$ cat config.mk
export PLATFORM = sky130hd
export DESIGN_NAME = branch_resolve_unit_flat
export DESIGN_NICKNAME = d
export VERILOG_FILES = /design/src/rtl/branch_resolve_unit_pkg.sv /design/src/rtl/branch_resolve_unit_if.sv /design/src/rtl/branch_resolve_unit_ras_stack.sv /design/src/rtl/branch_resolve_unit.sv /design/src/flat_wrapper.sv
export SDC_FILE = /design/constraint.sdc
export NUM_CORES = 1
export LEC_CHECK = 0
export CAP_MARGIN = 20
export CORE_AREA = 2 2 201 243
export DETAILED_ROUTE_END_ITERATION = 10
export DIE_AREA = 0 0 203 245
export HOLD_SLACK_MARGIN = 0.08
export SYNTH_ARGS = -nofsm -noshare
export SYNTH_HDL_FRONTEND = slang
export SYNTH_SLANG_ARGS = --single-unit
$ cat constraint.sdc
create_clock -name clk -period 13 [get_ports clk]
set_input_delay 1.95 -clock clk [delete_from_list [all_inputs] [get_ports clk]]
set_output_delay 1.95 -clock clk [all_outputs]
set_load 0.01 [all_outputs]
$ cat src/rtl/branch_resolve_unit_pkg.sv
// Shared opcode encodings and flag bit positions for the branch/jump resolver.
package brj_pkg;

  typedef enum logic [1:0] {BEQ = 2'd0, BNE = 2'd1, BLT = 2'd2, BGE = 2'd3} br_op_e;
  typedef enum logic [1:0] {J = 2'd0, JR = 2'd1, JAL = 2'd2, RET = 2'd3} jmp_op_e;

  localparam int FL_N = 1;
  localparam int FL_Z = 0;

endpackage

$ cat src/rtl/branch_resolve_unit_if.sv
// EX-stage bus into the resolver: instruction/prediction in, redirect/link/RAS/counters out.
interface branch_resolve_unit_if #(
  parameter int XLEN  = 32,
  parameter int CNT_W = 16
);
  logic             valid;
  logic             stall;
  logic             kill;
  logic             branch;
  logic             jump;
  logic [1:0]       op_code;
  logic [1:0]       fl;
  logic [XLEN-1:0]  pc_4;
  logic [XLEN-1:0]  reg_a;
  logic [XLEN-1:0]  immi;
  logic             pred_taken;
  logic [XLEN-1:0]  pred_target;

  logic             redirect;
  logic [XLEN-1:0]  redirect_pc;
  logic             lr_we;
  logic [XLEN-1:0]  lr_wdata;
  logic [XLEN-1:0]  ras_top;
  logic             ras_valid;
  logic [CNT_W-1:0] br_count;
  logic [CNT_W-1:0] mp_count;

  modport master (
    output valid, stall, kill, branch, jump, op_code, fl, pc_4, reg_a, immi,
           pred_taken, pred_target,
    input  redirect, redirect_pc, lr_we, lr_wdata, ras_top, ras_valid, br_count, mp_count
  );

  modport slave (
    input  valid, stall, kill, branch, jump, op_code, fl, pc_4, reg_a, immi,
           pred_taken, pred_target,
    output redirect, redirect_pc, lr_we, lr_wdata, ras_top, ras_valid, br_count, mp_count
  );
endinterface

$ cat src/rtl/branch_resolve_unit_ras_stack.sv
// Circular return-address stack; a push when full overwrites the oldest entry.
module ras_stack #(
  parameter int XLEN  = 32,
  parameter int DEPTH = 4
) (
  input  logic            clk,
  input  logic            rst,
  input  logic            push_i,
  input  logic            pop_i,
  input  logic [XLEN-1:0] push_data_i,
  output logic [XLEN-1:0] top_o,
  output logic            valid_o
);
  localparam int PW = $clog2(DEPTH);
  localparam int CW = $clog2(DEPTH + 1);

  logic [XLEN-1:0] mem_q [DEPTH];
  logic [PW-1:0]   ptr_q, ptr_d, top_idx;
  logic [CW-1:0]   cnt_q, cnt_d;

  always_comb begin
    ptr_d = ptr_q;
    cnt_d = cnt_q;
    if (push_i) begin
      ptr_d = ptr_q + PW'(1);
      if (cnt_q != CW'(DEPTH)) cnt_d = cnt_q + CW'(1);
    end else if (pop_i && cnt_q != '0) begin
      ptr_d = ptr_q - PW'(1);
      cnt_d = cnt_q - CW'(1);
    end
  end

  always_ff @(posedge clk or posedge rst) begin
    if (rst) begin
      ptr_q <= '0;
      cnt_q <= '0;
      for (int i = 0; i < DEPTH; i++) mem_q[i] <= '0;
    end else begin
      ptr_q <= ptr_d;
      cnt_q <= cnt_d;
      if (push_i) mem_q[ptr_q] <= push_data_i;
    end
  end

  // ptr points at the next free slot, so the top lives one below it
  assign top_idx = ptr_q - PW'(1);
  assign valid_o = (cnt_q != '0);
  assign top_o   = valid_o ? mem_q[top_idx] : '0;

endmodule

$ cat src/rtl/branch_resolve_unit.sv
// EX-stage branch/jump resolver: computes the real outcome, compares to the fetch prediction
// and issues a registered redirect, link write, RAS update and saturating perf counters.
module branch_resolve_unit
  import brj_pkg::*;
#(
  parameter int XLEN      = 32,
  parameter int RAS_DEPTH = 4,
  parameter int CNT_W     = 16
) (
  input logic                  clk,
  input logic                  rst,
  branch_resolve_unit_if.slave bus
);
  br_op_e          bop;
  jmp_op_e         jop;
  logic            act, taken, mispredict, push, pop;
  logic [XLEN-1:0] target, next_pc;

  logic             redirect_q, redirect_d;
  logic [XLEN-1:0]  redirect_pc_q, redirect_pc_d;
  logic             lr_we_q, lr_we_d;
  logic [XLEN-1:0]  lr_wdata_q, lr_wdata_d;
  logic [CNT_W-1:0] br_cnt_q, br_cnt_d;
  logic [CNT_W-1:0] mp_cnt_q, mp_cnt_d;

  assign bop = br_op_e'(bus.op_code);
  assign jop = jmp_op_e'(bus.op_code);

  // jump takes priority when both branch and jump are flagged
  always_comb begin
    taken  = 1'b0;
    target = bus.pc_4 + bus.reg_a;
    if (bus.jump) begin
      taken = 1'b1;
      case (jop)
        J, JAL:  target = bus.immi;
        default: target = bus.reg_a << 2;
      endcase
    end else begin
      case (bop)
        BEQ:     taken =  bus.fl[FL_Z];
        BNE:     taken = ~bus.fl[FL_Z];
        BLT:     taken =  bus.fl[FL_N];
        default: taken = ~bus.fl[FL_N];
      endcase
    end
  end

  assign act        = bus.valid & ~bus.kill & ~bus.stall & (bus.branch | bus.jump);
  assign next_pc    = taken ? target : bus.pc_4;
  assign mispredict = act & ((taken != bus.pred_taken) |
                             (taken & (bus.pred_target != target)));
  assign push       = act & bus.jump & (jop == JAL);
  assign pop        = act & bus.jump & (jop == RET);

  always_comb begin
    redirect_d    = redirect_q;
    redirect_pc_d = redirect_pc_q;
    lr_we_d       = lr_we_q;
    lr_wdata_d    = lr_wdata_q;
    br_cnt_d      = br_cnt_q;
    mp_cnt_d      = mp_cnt_q;
    // stall freezes everything, so a pending pulse stretches until it drops
    if (!bus.stall) begin
      redirect_d = mispredict;
      lr_we_d    = push;
      if (act) begin
        redirect_pc_d = next_pc;
        lr_wdata_d    = bus.pc_4;
        if (br_cnt_q != '1) br_cnt_d = br_cnt_q + CNT_W'(1);
        if (mispredict && mp_cnt_q != '1) mp_cnt_d = mp_cnt_q + CNT_W'(1);
      end
    end
  end

  always_ff @(posedge clk or posedge rst) begin
    if (rst) begin
      redirect_q    <= 1'b0;
      redirect_pc_q <= '0;
      lr_we_q       <= 1'b0;
      lr_wdata_q    <= '0;
      br_cnt_q      <= '0;
      mp_cnt_q      <= '0;
    end else begin
      redirect_q    <= redirect_d;
      redirect_pc_q <= redirect_pc_d;
      lr_we_q       <= lr_we_d;
      lr_wdata_q    <= lr_wdata_d;
      br_cnt_q      <= br_cnt_d;
      mp_cnt_q      <= mp_cnt_d;
    end
  end

  ras_stack #(.XLEN(XLEN), .DEPTH(RAS_DEPTH)) u_ras (
    .clk         (clk),
    .rst         (rst),
    .push_i      (push),
    .pop_i       (pop),
    .push_data_i (bus.pc_4),
    .top_o       (bus.ras_top),
    .valid_o     (bus.ras_valid)
  );

  assign bus.redirect    = redirect_q;
  assign bus.redirect_pc = redirect_pc_q;
  assign bus.lr_we       = lr_we_q;
  assign bus.lr_wdata    = lr_wdata_q;
  assign bus.br_count    = br_cnt_q;
  assign bus.mp_count    = mp_cnt_q;

endmodule

$ cat src/flat_wrapper.sv
// flat-port wrapper written by rule: the top's interface ports become plain ports
module branch_resolve_unit_flat import brj_pkg::*;
#(
  parameter int XLEN      = 32,
  parameter int RAS_DEPTH = 4,
  parameter int CNT_W     = 16
)
  (clk, rst, bus_valid, bus_stall, bus_kill, bus_branch, bus_jump, bus_op_code, bus_fl, bus_pc_4, bus_reg_a, bus_immi, bus_pred_taken, bus_pred_target, bus_redirect, bus_redirect_pc, bus_lr_we, bus_lr_wdata, bus_ras_top, bus_ras_valid, bus_br_count, bus_mp_count);
  branch_resolve_unit_if #(.XLEN(XLEN), .CNT_W(CNT_W)) bus_i ();
  input logic clk;
  input logic rst;
  input wire logic [$bits(bus_i.valid)-1:0] bus_valid;
  input wire logic [$bits(bus_i.stall)-1:0] bus_stall;
  input wire logic [$bits(bus_i.kill)-1:0] bus_kill;
  input wire logic [$bits(bus_i.branch)-1:0] bus_branch;
  input wire logic [$bits(bus_i.jump)-1:0] bus_jump;
  input wire logic [$bits(bus_i.op_code)-1:0] bus_op_code;
  input wire logic [$bits(bus_i.fl)-1:0] bus_fl;
  input wire logic [$bits(bus_i.pc_4)-1:0] bus_pc_4;
  input wire logic [$bits(bus_i.reg_a)-1:0] bus_reg_a;
  input wire logic [$bits(bus_i.immi)-1:0] bus_immi;
  input wire logic [$bits(bus_i.pred_taken)-1:0] bus_pred_taken;
  input wire logic [$bits(bus_i.pred_target)-1:0] bus_pred_target;
  output wire logic [$bits(bus_i.redirect)-1:0] bus_redirect;
  output wire logic [$bits(bus_i.redirect_pc)-1:0] bus_redirect_pc;
  output wire logic [$bits(bus_i.lr_we)-1:0] bus_lr_we;
  output wire logic [$bits(bus_i.lr_wdata)-1:0] bus_lr_wdata;
  output wire logic [$bits(bus_i.ras_top)-1:0] bus_ras_top;
  output wire logic [$bits(bus_i.ras_valid)-1:0] bus_ras_valid;
  output wire logic [$bits(bus_i.br_count)-1:0] bus_br_count;
  output wire logic [$bits(bus_i.mp_count)-1:0] bus_mp_count;
  assign bus_i.valid = bus_valid;
  assign bus_i.stall = bus_stall;
  assign bus_i.kill = bus_kill;
  assign bus_i.branch = bus_branch;
  assign bus_i.jump = bus_jump;
  assign bus_i.op_code = bus_op_code;
  assign bus_i.fl = bus_fl;
  assign bus_i.pc_4 = bus_pc_4;
  assign bus_i.reg_a = bus_reg_a;
  assign bus_i.immi = bus_immi;
  assign bus_i.pred_taken = bus_pred_taken;
  assign bus_i.pred_target = bus_pred_target;
  assign bus_redirect = bus_i.redirect;
  assign bus_redirect_pc = bus_i.redirect_pc;
  assign bus_lr_we = bus_i.lr_we;
  assign bus_lr_wdata = bus_i.lr_wdata;
  assign bus_ras_top = bus_i.ras_top;
  assign bus_ras_valid = bus_i.ras_valid;
  assign bus_br_count = bus_i.br_count;
  assign bus_mp_count = bus_i.mp_count;
  branch_resolve_unit #(.XLEN(XLEN), .RAS_DEPTH(RAS_DEPTH), .CNT_W(CNT_W)) u_core (.clk(clk), .rst(rst), .bus(bus_i));
endmodule
== Word level (Yosys, flattened, before mapping) ==
Index checks and enable logic that the tools add are counted.
Word-level totals
  flip-flop bits (word level): 231
  input bits: 140
  output and inout bits: 131
  word-level logic and storage cells: 75
Cells by class
  add/sub/neg operators: 7
  order comparisons: 3
  equality and inequality tests: 9
  mux-type cells: 17
  bitwise logic cells: 16
  reduce and logical (&&, ||, !) cells: 11
Operators with widths (number)
  32-bit two-way mux: 7
  128-bit bitwise mux: 1
  32-bit binary-select mux with 2-bit select: 1
  32-bit demux with 2-bit select: 1
  16-bit by 1-bit adder with 16-bit output, second input constant: 2
  32-bit adder: 1
  16-bit inequality test, second input constant: 2
  32-bit inequality test: 1
  3-bit two-way mux: 3
  1-bit AND: 8
  3-bit >= comparator, second input constant: 2
  2-bit inverter with 3-bit output: 2
  3-bit AND reduction: 2
  2-bit == test, second input constant: 2
  2-bit two-way mux: 2
  1-bit inverter: 4
  2-bit AND reduction: 2
  3-bit by 1-bit adder with 3-bit output, second input constant: 1
  1-bit logical AND: 3
  3-bit by 1-bit less-than comparator with 1-bit output, second input constant: 1
  3-bit inequality test, second input constant: 1
  1-bit one-hot mux with 3 select lines: 1
  3-bit nonzero test: 1
  3-bit by 1-bit subtractor with 3-bit output, second input constant: 1
  other kinds (10): 11

== Logic depth before layout (Yosys ltp) ==
Gate-level depths: netlist of the first run.
  depth after elaboration: 10
  gate-level depth with buffers: 15

== Modules after synthesis ==
From an unflattened synthesis of the first run, not the netlist that was laid out.
Second synthesis, totals
  cells, all modules: 1383
  area, all modules: 14184.9 um2
By module, submodules not included
  branch_resolve_unit: times used 1, cells each 994, area an instance 8026.4 um2, sequential area each 2452.4 um2
  ras_stack: times used 1, cells each 389, area an instance 6158.4 um2, sequential area each 3328.2 um2

== Least setup slack after synthesis of the first run ==
No wires, ideal clock.
  path kind: input to register
  start point: in bus_reg_a[0]
  end point: reg u_core.mp_cnt_q[1], in the netlist u_core.bus.mp_count[1]
  data arrival time: 4.955 ns
  slack: 7.918 ns
  stages: 13
  path through: ha_1 -> fa_1 -> a211oi_2 -> o21ai_4 -> a31oi_4 -> a21boi_2 -> o31ai_2 -> xor2_1 -> or3_1 -> nor4_2 -> o2111ai_2 -> nand2_1 -> mux2_1
On the way
  longest elaborated chain between the ends: 8
  elaborated cells on any way between the ends: 9
RTL lines
  start: declaration: RTL line flat_wrapper.sv:20  | input wire logic [$bits(bus_i.reg_a)-1:0] bus_reg_a;
  32-bit adder / 32-bit two-way mux (equally long branches): RTL line branch_resolve_unit.sv:32, branch_resolve_unit.sv:35
  32-bit two-way mux (*): RTL line branch_resolve_unit.sv:33  | if (bus.jump) begin
  32-bit inequality test (*): RTL line branch_resolve_unit.sv:52  | (taken & (bus.pred_target != target)));
  1-bit AND (*): RTL line branch_resolve_unit.sv:52
  1-bit bitwise OR (*): RTL line branch_resolve_unit.sv:51  | assign mispredict = act & ((taken != bus.pred_taken) |
  1-bit AND (*): RTL line branch_resolve_unit.sv:51
  1-bit logical AND (*): RTL line branch_resolve_unit.sv:71  | if (mispredict && mp_cnt_q != '1) mp_cnt_d = mp_cnt_q + CNT_W'(1);
  3-bit AND reduction (no line) (*)
  end signal: assignment: RTL line branch_resolve_unit.sv:90  | mp_cnt_q <= mp_cnt_d;
  end: declaration: RTL line branch_resolve_unit.sv:24  | logic [CNT_W-1:0] mp_cnt_q, mp_cnt_d;
Mark *: on every way between the ends. The rest lies on a longest branch, timed or not.
A chain may end at the register's enable or synchronous reset.

== Worst setup path in the final report of the first run ==
  start point: in bus_pc_4[9]
  end point: reg u_core.mp_cnt_q[1], in the netlist u_core.bus.mp_count[1]
On the way
  longest elaborated chain between the ends: 8
RTL lines
  start: declaration: RTL line flat_wrapper.sv:19  | input wire logic [$bits(bus_i.pc_4)-1:0] bus_pc_4;
  32-bit adder: RTL line branch_resolve_unit.sv:32  | target = bus.pc_4 + bus.reg_a;
  32-bit two-way mux: RTL line branch_resolve_unit.sv:33
  32-bit inequality test: RTL line branch_resolve_unit.sv:52
  1-bit AND: RTL line branch_resolve_unit.sv:52
  1-bit bitwise OR: RTL line branch_resolve_unit.sv:51
  1-bit AND: RTL line branch_resolve_unit.sv:51
  1-bit logical AND: RTL line branch_resolve_unit.sv:71
  3-bit AND reduction (no line)
Every way passes these cells.

==> results of run 1 <==
-- cells by family (layout without fill, tap and decap cells) --
logic type                 count (synthesis)  after routing  synth area share (%)
and+or+nand+nor                          475            475                 16.65
buffers and inverters                     95            355                 2.952
other                                      0              1                     0
muxes                                    207            207                 18.83
xor gates and xnor gates                  78             78                 5.060
adders and majority gates                 39             39                 3.575
AOI/OAI and AO/OA                        257            257                 11.84
DFF                                      231            231                 41.08
-- metrics by stage --
stage	power, mW	std cells	cell area [µm²]	setup WS (ns)
3_3_place_gp	1.787	2224	17370	6.340
5_1_grt	2.706	2272	18340	6.593
2_1_floorplan	1.397	1382	14070	4.717
3_5_place_dp	1.799	2224	17370	6.309
4_1_cts	2.600	2270	18280	6.918
6_report	2.559	2273	18340	6.875
-- final cells by class --
cell class	count	area, µm²
antenna	1	2.502
clock buffer	30	716.9
clock inverter	16	193.9
inverter	15	63.81
sequential	231	5781
multi-input combinational	1056	7883
fill	4684	29110
timing repair buffer	294	2913
tap	630	788.3
-- report_power, final --
group | internal (mW) | switching [mW]
Combinational | 0.430 | 0.448
Clock | 0.459 | 0.328
Sequential | 0.825 | 0.0697
Total | 1.71 | 0.846
-- cells in the mapped netlist (4+ instances only) --
cell type / n / area, µm²
a211oi_1: 13 / 97.59
a21o_1: 9 / 67.56
a21oi_1: 70 / 350.3
a31oi_1: 9 / 56.30
and2_1: 39 / 244.0
and3_1: 21 / 131.4
buf_1: 15 / 56.30
buf_2: 14 / 70.07
buf_6: 4 / 45.04
clkbuf_1: 44 / 165.2
dfrtp_1: 231 / 5781
ha_1: 37 / 462.9
inv_1: 15 / 56.30
mux2_2: 141 / 1588
mux2i_1: 33 / 330.3
mux4_2: 32 / 720.7
nand2_1: 212 / 795.8
nand2b_1: 4 / 25.02
nand3_1: 28 / 140.1
nand3_2: 6 / 60.06
nand4_1: 20 / 125.1
nor2_1: 61 / 229.0
nor2b_1: 11 / 68.82
nor3_1: 18 / 90.09
nor3b_1: 8 / 60.06
nor4_1: 7 / 43.79
nor4b_1: 4 / 35.03
o211ai_1: 17 / 127.6
o21a_1: 7 / 52.55
o21ai_0: 70 / 350.3
o21ai_1: 8 / 40.04
o22ai_1: 5 / 31.28
o31ai_1: 7 / 52.55
or3_1: 9 / 56.30
xnor2_1: 48 / 420.4
xor2_1: 28 / 245.2
-- routing by layer --
| layer | share of wire [%] | up-vias | routed length, µm | global-route usage (%) |
|---|---|---|---|---|
| met2 | 50 | 370 | 24990 | 34.94 |
| li1 | - | 5480 | - | - |
| met4 | 3.5 | 0 | 1782 | 7.042 |
| met1 | 42 | 5863 | 20940 | 24.97 |
| met5 | 0 | - | 0 | 0 |
| met3 | 5.1 | 86 | 2539 | 2.908 |
-- path summary, 6_finish.rpt --
kind	to	cells past startpoint
max in group asynchronous	u_core.u_ras.mem_q[83]$_DFFE_PP0P_	4
hold / removal	u_core.bus.lr_wdata[27]$_DFFE_PP0P_	2
setup / recovery	u_core.bus.mp_count[1]$_DFFE_PP0P_	13
min in group asynchronous	u_core.bus.lr_wdata[19]$_DFFE_PP0P_	2
hold reg to reg	u_core.bus.lr_wdata[27]$_DFFE_PP0P_	2
setup reg to reg	u_core.bus.br_count[12]$_DFFE_PP0P_	7
-- registers in the layout, summed over array words and instances (netlist names) --
signal,flops
u_core.bus.lr_wdata,32
u_core.bus.redirect_pc,32
u_core.bus.mp_count,16
u_core.bus.redirect,1
u_core.u_ras.ptr_q,2
u_core.u_ras.cnt_q,3
u_core.u_ras.mem_q,128
u_core.bus.lr_we,1
u_core.bus.br_count,16
-- worst register-to-register path, delay by kind of cell (launching register included) --
family / cells / cell delay (ns)
AOI/OAI and AO/OA: 1 / 0.71
xor gates and xnor gates: 1 / 0.15
DFF: 1 / 0.42
and+or+nand+nor: 5 / 0.94
==> flow_summary.toml, run 1 <==
[timing]
whs_ns = 0.4716
tightest_slew_ns = 0.9286
skew_ns = 0.01223
final.min_clock_period_ns = 6.125
setup_tns_ns = 0
setup-violations-final = 0
slew-limit-headroom_pct = 38.09
post-route-period-util_pct = 47.12
rsz0062_at_grt = "no"
clock.fmax_mhz = 163.3
drv_slew = 0
hold_violations = 0

[cells_and_area]
final_cell_mix = "clkdlybuf4s50_1 (268), dfrtp_1 (231), nand2_1 (212), mux2_2 (141)"
final_util_pct = 38.65
final_common_cell = "clkdlybuf4s50_1"
syn_to_final_growth_pct = 30.35
layout-drive-gt1-share_pct = 17.30
final_nets = 1804

[clocking]
htreeDepth = 1
cts_tree = "built"
clk_latency_ns = 0.57
cts_setup_buffers = 0
path_clk_slew_ns = 0.06
cts_max_path_buffers = 3
cts-root-buf = "clkbuf_16"
numCtsBuffers = 27
cts_num_sinks = 231
post_cts_resized = 0
cts-hold-fix-buffers = 0

[placed_design]
dpl.hpwl_mm = 37.45
io_buffers = 270
finalWeightedCongestion = 0.9559

[grt]
grt_max_degree = 86
antenna_found_initial = 0
grt_overflow = 0
gr-usage-all-layers_pct = 19.95
grt_pass1_wl_mm = 75.56
grt_pass1_vias = 11910

[drt]
drc = 0
num_vias = 11800
drt-wirelength-per-cell_um = 22.11
first_iter_violations = 720
postRouteAntennaNets = 0
wl_mm = 50.25
drt_pass1_iterations = 5
viasPerCell = 5.191

[setup_path]
endpoint_kind = "register"
r2r-start = "u_core.bus.br_count[8]$_DFFE_PP0P_"
cp.arrival_ns = 6.58
path_cells = "clkdlybuf4s50_1, ha_1, nand2_1, nor2_1, nand3_1, nor4b_1, nor3_1, xnor2_1, o2111ai_1, nor4_2, o2111ai_2, nand2_1, mux2_1"
required_ns = 13.45
slowest_delay_ns = 0.62
reg2reg_slack_ns = 10.68
cpMaxStageDelayCell = "clkdlybuf4s50_1"
crit_path_max_fanout = 16
crit_path_start_kind = "input port"
path_common_cell = "nand2_1"
critical_path_class = "in -> reg"
timing.critical_path.buf_inv = 1
crit_path_start = "bus_pc_4[9]"
critical_path.top_delay_family = "simple AND/OR/NAND/NOR gates"

[die]
initial_core_util_pct = 29.65
io_pins = 271
dieArea_um2 = 49740
fp.dieH_um = 245
rows = 88
core_area_um2 = 47460
dieWidth_um = 203

[power]
power_density_nw_per_um2 = 139.5
peakVddDrop_mv = 0.09198
p_leak_nw = 8.001

[synthesis]
avgSynthCellArea_um2 = 10.18
synth_ff_type = "dfrtp_1"
async_reset_ff_share_pct = 100.0
syn_area_um2 = 14070
synth-seq-cells = 231
yosysWarningCount = 0
synthCells = 1382
synth_edf_count = 0
synth-seq-area-share_pct = 41.08
ys_types = 85
mappedNetlistNets = 1561

[job]
drv_cap = 0

[hold_path]
min_from = "u_core.bus.lr_wdata[27]$_DFFE_PP0P_"
hold_path.class = "reg -> reg"

[outcome]
status = "finished clean"
Power figures use the tool's default switching activity.
==> run 2, diff against run 1 <==
==> constraint.sdc (replaced) <==
create_clock -name clk -period 6 [get_ports clk]
set_input_delay 0.9 -clock clk [delete_from_list [all_inputs] [get_ports clk]]
set_output_delay 0.9 -clock clk [all_outputs]
set_load 0.01 [all_outputs]
==> run 2 against run 1 <==
Sequential share of layout area barely moved. Critical path depth did not move. Die area did not move. Cell count rose by 0.40%. First-iteration DRC count rose by 0.14%. Power rose by 120%. Routed wire length rose by 5.2%. Count of clock-buffer cells in the layout rose by 8. Worst hold slack improved by 0.0021 ns. Flip-flop and latch count did not move. Clock power rose by 110%. Largest power group is now combinational cells.
==> flow_summary.toml, run 2 (synthesis gave the netlist of run 1 again) <==
[setup_path]
endpoint_kind = "register"
crit_path_start_kind = "input port"
required_ns = 6.46
crit_path_max_fanout = 11
critical_path_class = "in -> reg"
cp.arrival_ns = 5.15

[timing]
final.min_clock_period_ns = 4.694
clock.fmax_mhz = 213.0
skew_ns = 0.02933
tightest_slew_ns = 0.9849
rsz0062_at_grt = "no"
setup-violations-final = 0
hold_violations = 0
drv_slew = 0
setup_tns_ns = 0
post-route-period-util_pct = 78.23
slew-limit-headroom_pct = 34.34

[power]
peakVddDrop_mv = 0.2342
switchingPower_mw = 1.857
power_switching_share_pct = 33.52
power_density_nw_per_um2 = 302.1
pwr-share-comb_pct = 35.1
p_leak_nw = 8.022
p_clk_share_pct = 29.8
p_int_mw = 3.684
power_frac_seq_pct = 35.1

[die]
initial_core_util_pct = 29.65
dieWidth_um = 203
core_area_um2 = 47460
dieArea_um2 = 49740
fp.dieH_um = 245
rows = 88
io_pins = 271

[clocking]
cts_max_path_buffers = 3
cts_tree = "built"
clk_latency_ns = 0.58
path_clk_slew_ns = 0.06
cts_num_sinks = 231
htreeDepth = 1
cts_setup_buffers = 0
numCtsBuffers = 27
cts-hold-fix-buffers = 0
post_cts_resized = 0
cts-root-buf = "clkbuf_16"

[placed_design]
io_buffers = 270
finalWeightedCongestion = 0.9676
postPlaceCellArea_um2 = 17450
dpl.hpwl_mm = 40.38

[drt]
drc = 0
drt_pass1_iterations = 5
first_iter_violations = 721
wl_mm = 52.88
drt-wirelength-per-cell_um = 23.17
postRouteAntennaNets = 0
viasPerCell = 5.230
num_vias = 11930

[cells_and_area]
largest_reg_flops = 128
nFillCells = 4689
layout-drive-gt1-share_pct = 17.49
final_cell_mix = "clkdlybuf4s50_1 (268), dfrtp_1 (231), nand2_1 (212), mux2_2 (141)"
syn_to_final_growth_pct = 30.33
final_common_cell = "clkdlybuf4s50_1"
antennaDiodeCount = 0
regMostFlops = "u_core.u_ras.mem_q"
final_nets = 1811
final_util_pct = 38.64
fin_area_um2 = 18340

[grt]
gr-usage-met1_pct = 24.67
grt_max_degree = 163
grt_pass1_wl_mm = 77.91
globalRouteMet2Util_pct = 35.81
antenna_found_initial = 0
grt_overflow = 0
gr-usage-all-layers_pct = 20.93
busiest_layer = "met2"
gr-usage-met3_pct = 3.771
grt_pass1_vias = 12160

[hold_path]
hold_path.class = "reg -> reg"

[outcome]
status = "finished clean"

[job]
drv_cap = 0
## run 2: cell count changes in the layout (fill, tap and decap cells not counted), moves of 2 or more
cell	change
buf_4	+8
clkinvlp_4	-2
clkbuf_1	+4
buf_16	-2
clkbuf_8	+4
clkinv_4	-2
clkinv_2	+2
bufinv_16	-2
## run 2: area by class of cell
type / count / area [µm²] / area share, %
repair buffers: 301 / 2938 / 16.02
flip-flops and latches: 231 / 5781 / 31.52
clock inverters: 11 / 103.9 / 0.5663
well taps: 630 / 788.3 / 4.298
clock buffers: 38 / 787.0 / 4.291
multi-input cells: 1056 / 7881 / 42.98
inverters: 15 / 60.06 / 0.3275
## run 2: worst paths after layout
path                                                      from  slack [ns]                                      to  cells after the start
setup / recovery                                  bus_pc_4[10]        1.31      u_core.bus.mp_count[1]$_DFFE_PP0P_                     13
hold / removal             u_core.bus.lr_wdata[12]$_DFFE_PP0P_        0.47     u_core.bus.lr_wdata[12]$_DFFE_PP0P_                      2
setup reg to reg            u_core.bus.br_count[8]$_DFFE_PP0P_        3.71      u_core.bus.br_count[9]$_DFFE_PP0P_                      8
hold reg to reg            u_core.bus.lr_wdata[12]$_DFFE_PP0P_        0.47     u_core.bus.lr_wdata[12]$_DFFE_PP0P_                      2
max in group asynchronous                                  rst        4.27  u_core.bus.redirect_pc[14]$_DFFE_PP0P_                      3
min in group asynchronous                                  rst        0.95     u_core.u_ras.mem_q[121]$_DFFE_PP0P_                      3
## run 2: power by group through the flow
stage / Clock (mW) / Combinational (mW) / Sequential [mW]
final: 1.65 / 1.95 / 1.94
after global routing: 1.76 / 2.11 / 1.97
after CTS: 1.70 / 1.98 / 1.94
after detailed placement: 0 / 1.97 / 1.97
after global placement: 0 / 1.96 / 1.96
after floorplan: 0 / 1.04 / 1.99
## run 2: worst max-delay path, stage by stage
cell             delay (ns)
clkdlybuf4s50_1        0.68
ha_1                   0.45
a21oi_1                0.38
a2bb2oi_1              0.24
o211a_1                0.25
nand2_1                0.11
a311oi_1               0.56
xor2_1                 0.11
or3_1                  0.34
nor4_2                 0.38
o2111ai_2              0.23
nand2_1                0.17
mux2_1                 0.33
## run 2: routing by layer
layer,part of all wire (%),vias up
met4,6.1,0
met1,40,5935
li1,-,5488
met2,49,394
met5,0,-
met3,5.4,117
## run 2: through the flow
stage / cells / power (mW) / hold slack [ns] / worst slack, ns
final: 2282 / 5.541 / 0.4737 / 1.306
after global routing: 2282 / 5.852 / 0.4984 / 1.074
after CTS: 2282 / 5.626 / 0.4788 / 1.350
after detailed placement: 2233 / 3.944 / 0.4630 / 0.7632
after global placement: 2233 / 3.916 / 0.4597 / 0.8187
after floorplan: 1382 / 3.027 / 0.4446 / 1.968
==> run 3, diff against run 2 <==
==> constraint.sdc (replaced) <==
create_clock -name clk -period 4.8 [get_ports clk]
set_input_delay 0.72 -clock clk [delete_from_list [all_inputs] [get_ports clk]]
set_output_delay 0.72 -clock clk [all_outputs]
set_load 0.01 [all_outputs]
==> run 3 against run 2 <==
Routed wire length decreased by 3.0%. Utilization grew 1.1 points. Clock power rose by 25%. Design area is 3.0% higher. Via count rose by 0.15%. Die area stayed put. Flip-flop and latch count unchanged. Sequential share of layout area is 0.90 points lower. Register-to-register slack lost 1.3 ns. Highest routed layer is now met5.
==> flow_summary.toml, run 3 (synthesis gave the netlist of run 1 again) <==
[clocking]
post_cts_resized = 0
cts_setup_buffers = 0
path_clk_slew_ns = 0.06
cts_num_sinks = 231
htreeDepth = 1
cts-root-buf = "clkbuf_16"
numCtsBuffers = 27
cts-hold-fix-buffers = 0
cts_tree = "built"
clk_latency_ns = 0.56
cts_max_path_buffers = 3

[placed_design]
finalWeightedCongestion = 0.9685
dpl.hpwl_mm = 39.70
io_buffers = 270
dp_cells = 2297

[drt]
routed.top_layer = "met5"
drt_pass1_iterations = 5
num_vias = 11950
wl_mm = 51.31
drc = 0
postRouteAntennaNets = 0
wirelength_met1_mm = 20.65
met3_length_mm = 2.868
viasPerCell = 5.095
wl_met2_mm = 24.86
first_iter_violations = 546
drt-wirelength-per-cell_um = 21.87

[hold_path]
hold_path.class = "reg -> reg"
min_to = "u_core.bus.lr_wdata[14]$_DFFE_PP0P_"
min_from = "u_core.bus.lr_wdata[14]$_DFFE_PP0P_"
holdPathStages = 2

[grt]
grt_max_degree = 140
grt_pass1_vias = 12400
gr-usage-all-layers_pct = 20.30
grt_pass1_wl_mm = 76.51
antenna_found_initial = 2
grt_overflow = 0

[timing]
rsz0062_at_grt = "no"
slew-limit-headroom_pct = 38.03
tightest_slew_ns = 0.9296
hold_violations = 0
clock.fmax_mhz = 235.4
setup-violations-final = 0
final.min_clock_period_ns = 4.248
drv_slew = 0
post-route-period-util_pct = 88.50
skew_ns = 0.006329
setup_tns_ns = 0

[die]
rows = 88
dieWidth_um = 203
core_area_um2 = 47460
initial_core_util_pct = 29.65
fp.dieH_um = 245
dieArea_um2 = 49740
io_pins = 271

[cells_and_area]
largest_reg_flops = 128
multi_input_area_um2 = 7881
nFillCells = 4675
final_nets = 1875
final_common_cell = "clkdlybuf4s50_1"
final_cell_mix = "clkdlybuf4s50_1 (268), dfrtp_1 (231), nand2_1 (212), mux2_2 (141), buf_4 (89)"
regMostFlops = "u_core.u_ras.mem_q"
layout-drive-gt1-share_pct = 20.47
seq_area_um2 = 5781
syn_to_final_growth_pct = 34.18
stdcell_count = 2346

[setup_path]
crit_path_max_fanout = 3
crit_path_start_kind = "input port"
cpMaxStageDelayCell = "clkdlybuf4s50_1"
path_common_cell = "buf_4"
r2r-start = "u_core.bus.br_count[8]$_DFFE_PP0P_"
endpoint_kind = "register"
slowest_delay_ns = 0.46
path_cells = "clkdlybuf4s50_1, ha_1, fa_1, a211oi_2, buf_4, o21ai_4, xor2_1, mux2i_1, o211ai_1, nor4_1, nand4_1, nor4_2, buf_4, o2111ai_2, nand2_1, mux2_1"
required_ns = 5.24
r2r_cells = 7
r2r-end = "u_core.bus.br_count[14]$_DFFE_PP0P_"
critical_path_class = "in -> reg"
cp.arrival_ns = 4.69
reg2reg_slack_ns = 2.42

[job]
drv_cap = 0

[power]
power_switching_share_pct = 32.57
power_density_nw_per_um2 = 368.1
p_clk_share_pct = 29.6
power_frac_seq_pct = 34.9
pwr-share-comb_pct = 35.5
p_int_mw = 4.686
switchingPower_mw = 2.264
p_leak_nw = 8.353
peakVddDrop_mv = 0.2842

[outcome]
status = "finished clean"
==> run 3: changes by cell type in the layout (fill, tap and decap cells not counted), sizes merged <==
| cell | delta |
|---|---|
| diode | +1 |
| clkinvlp | -2 |
| buf | +64 |
| clkbuf | +1 |
| inv | +1 |
| clkinv | -1 |
==> run 3: layout make-up <==
class	count	area share (%)
Sequential cell	231	30.62
Clock buffer	39	4.188
Multi-Input combinational cell	1056	41.74
Inverter	15	0.3181
Antenna cell	1	0.01325
Clock inverter	9	0.5103
Timing Repair Buffer	365	18.44
Tap cell	630	4.175
==> run 3: worst max-delay path, delay by kind of cell <==
kind / cells / cell delay (ns)
buffers and inverters: 3 / 0.78
AND/OR/NAND/NOR: 4 / 1.18
XOR/XNOR: 1 / 0.23
AO/OA/AOI/OAI: 4 / 0.53
adder cells (fa/ha/maj): 2 / 0.69
multiplexers: 2 / 0.57
==> run 3: layer usage <==
metal	track usage, %	up-vias
li1	-	5622
met5	0	-
met4	10.46	2
met3	3.824	106
met1	24.04	5859
met2	34.99	363
==> run 3: worst max-delay path by stage <==
stage / startpoint / end / slack [ns]
floorplan: bus_reg_a[0] / u_core.bus.mp_count[1]$_DFFE_PP0P_ / 0.95
global placement: bus_pc_4[0] / u_core.bus.mp_count[8]$_DFFE_PP0P_ / 0.15
detailed placement: bus_pc_4[0] / u_core.bus.mp_count[1]$_DFFE_PP0P_ / 0.02
CTS: bus_pc_4[0] / u_core.bus.mp_count[1]$_DFFE_PP0P_ / 0.61
global route: bus_pc_4[0] / u_core.bus.mp_count[13]$_DFFE_PP0P_ / 0.31
finish: bus_pc_4[0] / u_core.bus.mp_count[1]$_DFFE_PP0P_ / 0.55
==> run 3: through the flow <==
step	area (µm²)	hold slack (ns)	util (%)	setup slack [ns]	total power [mW]
2_1_floorplan	14070	0.4446	-	0.9480	3.784
3_3_place_gp	17990	0.4588	37.91	0.1546	4.939
3_5_place_dp	17990	0.4618	37.91	0.01635	4.969
4_1_cts	18880	0.4781	39.78	0.6123	7.072
5_1_grt	18880	0.4986	39.78	0.3052	7.343
6_report	18880	0.4715	39.79	0.5520	6.950
==> run 3: power groups by stage <==
stage,clock network (mW),logic [mW],registers (mW)
floorplan,0,1.30,2.48
global placement,0,2.49,2.45
detailed placement,0,2.51,2.46
CTS,2.12,2.52,2.43
global route,2.20,2.68,2.47
finish,2.06,2.47,2.43
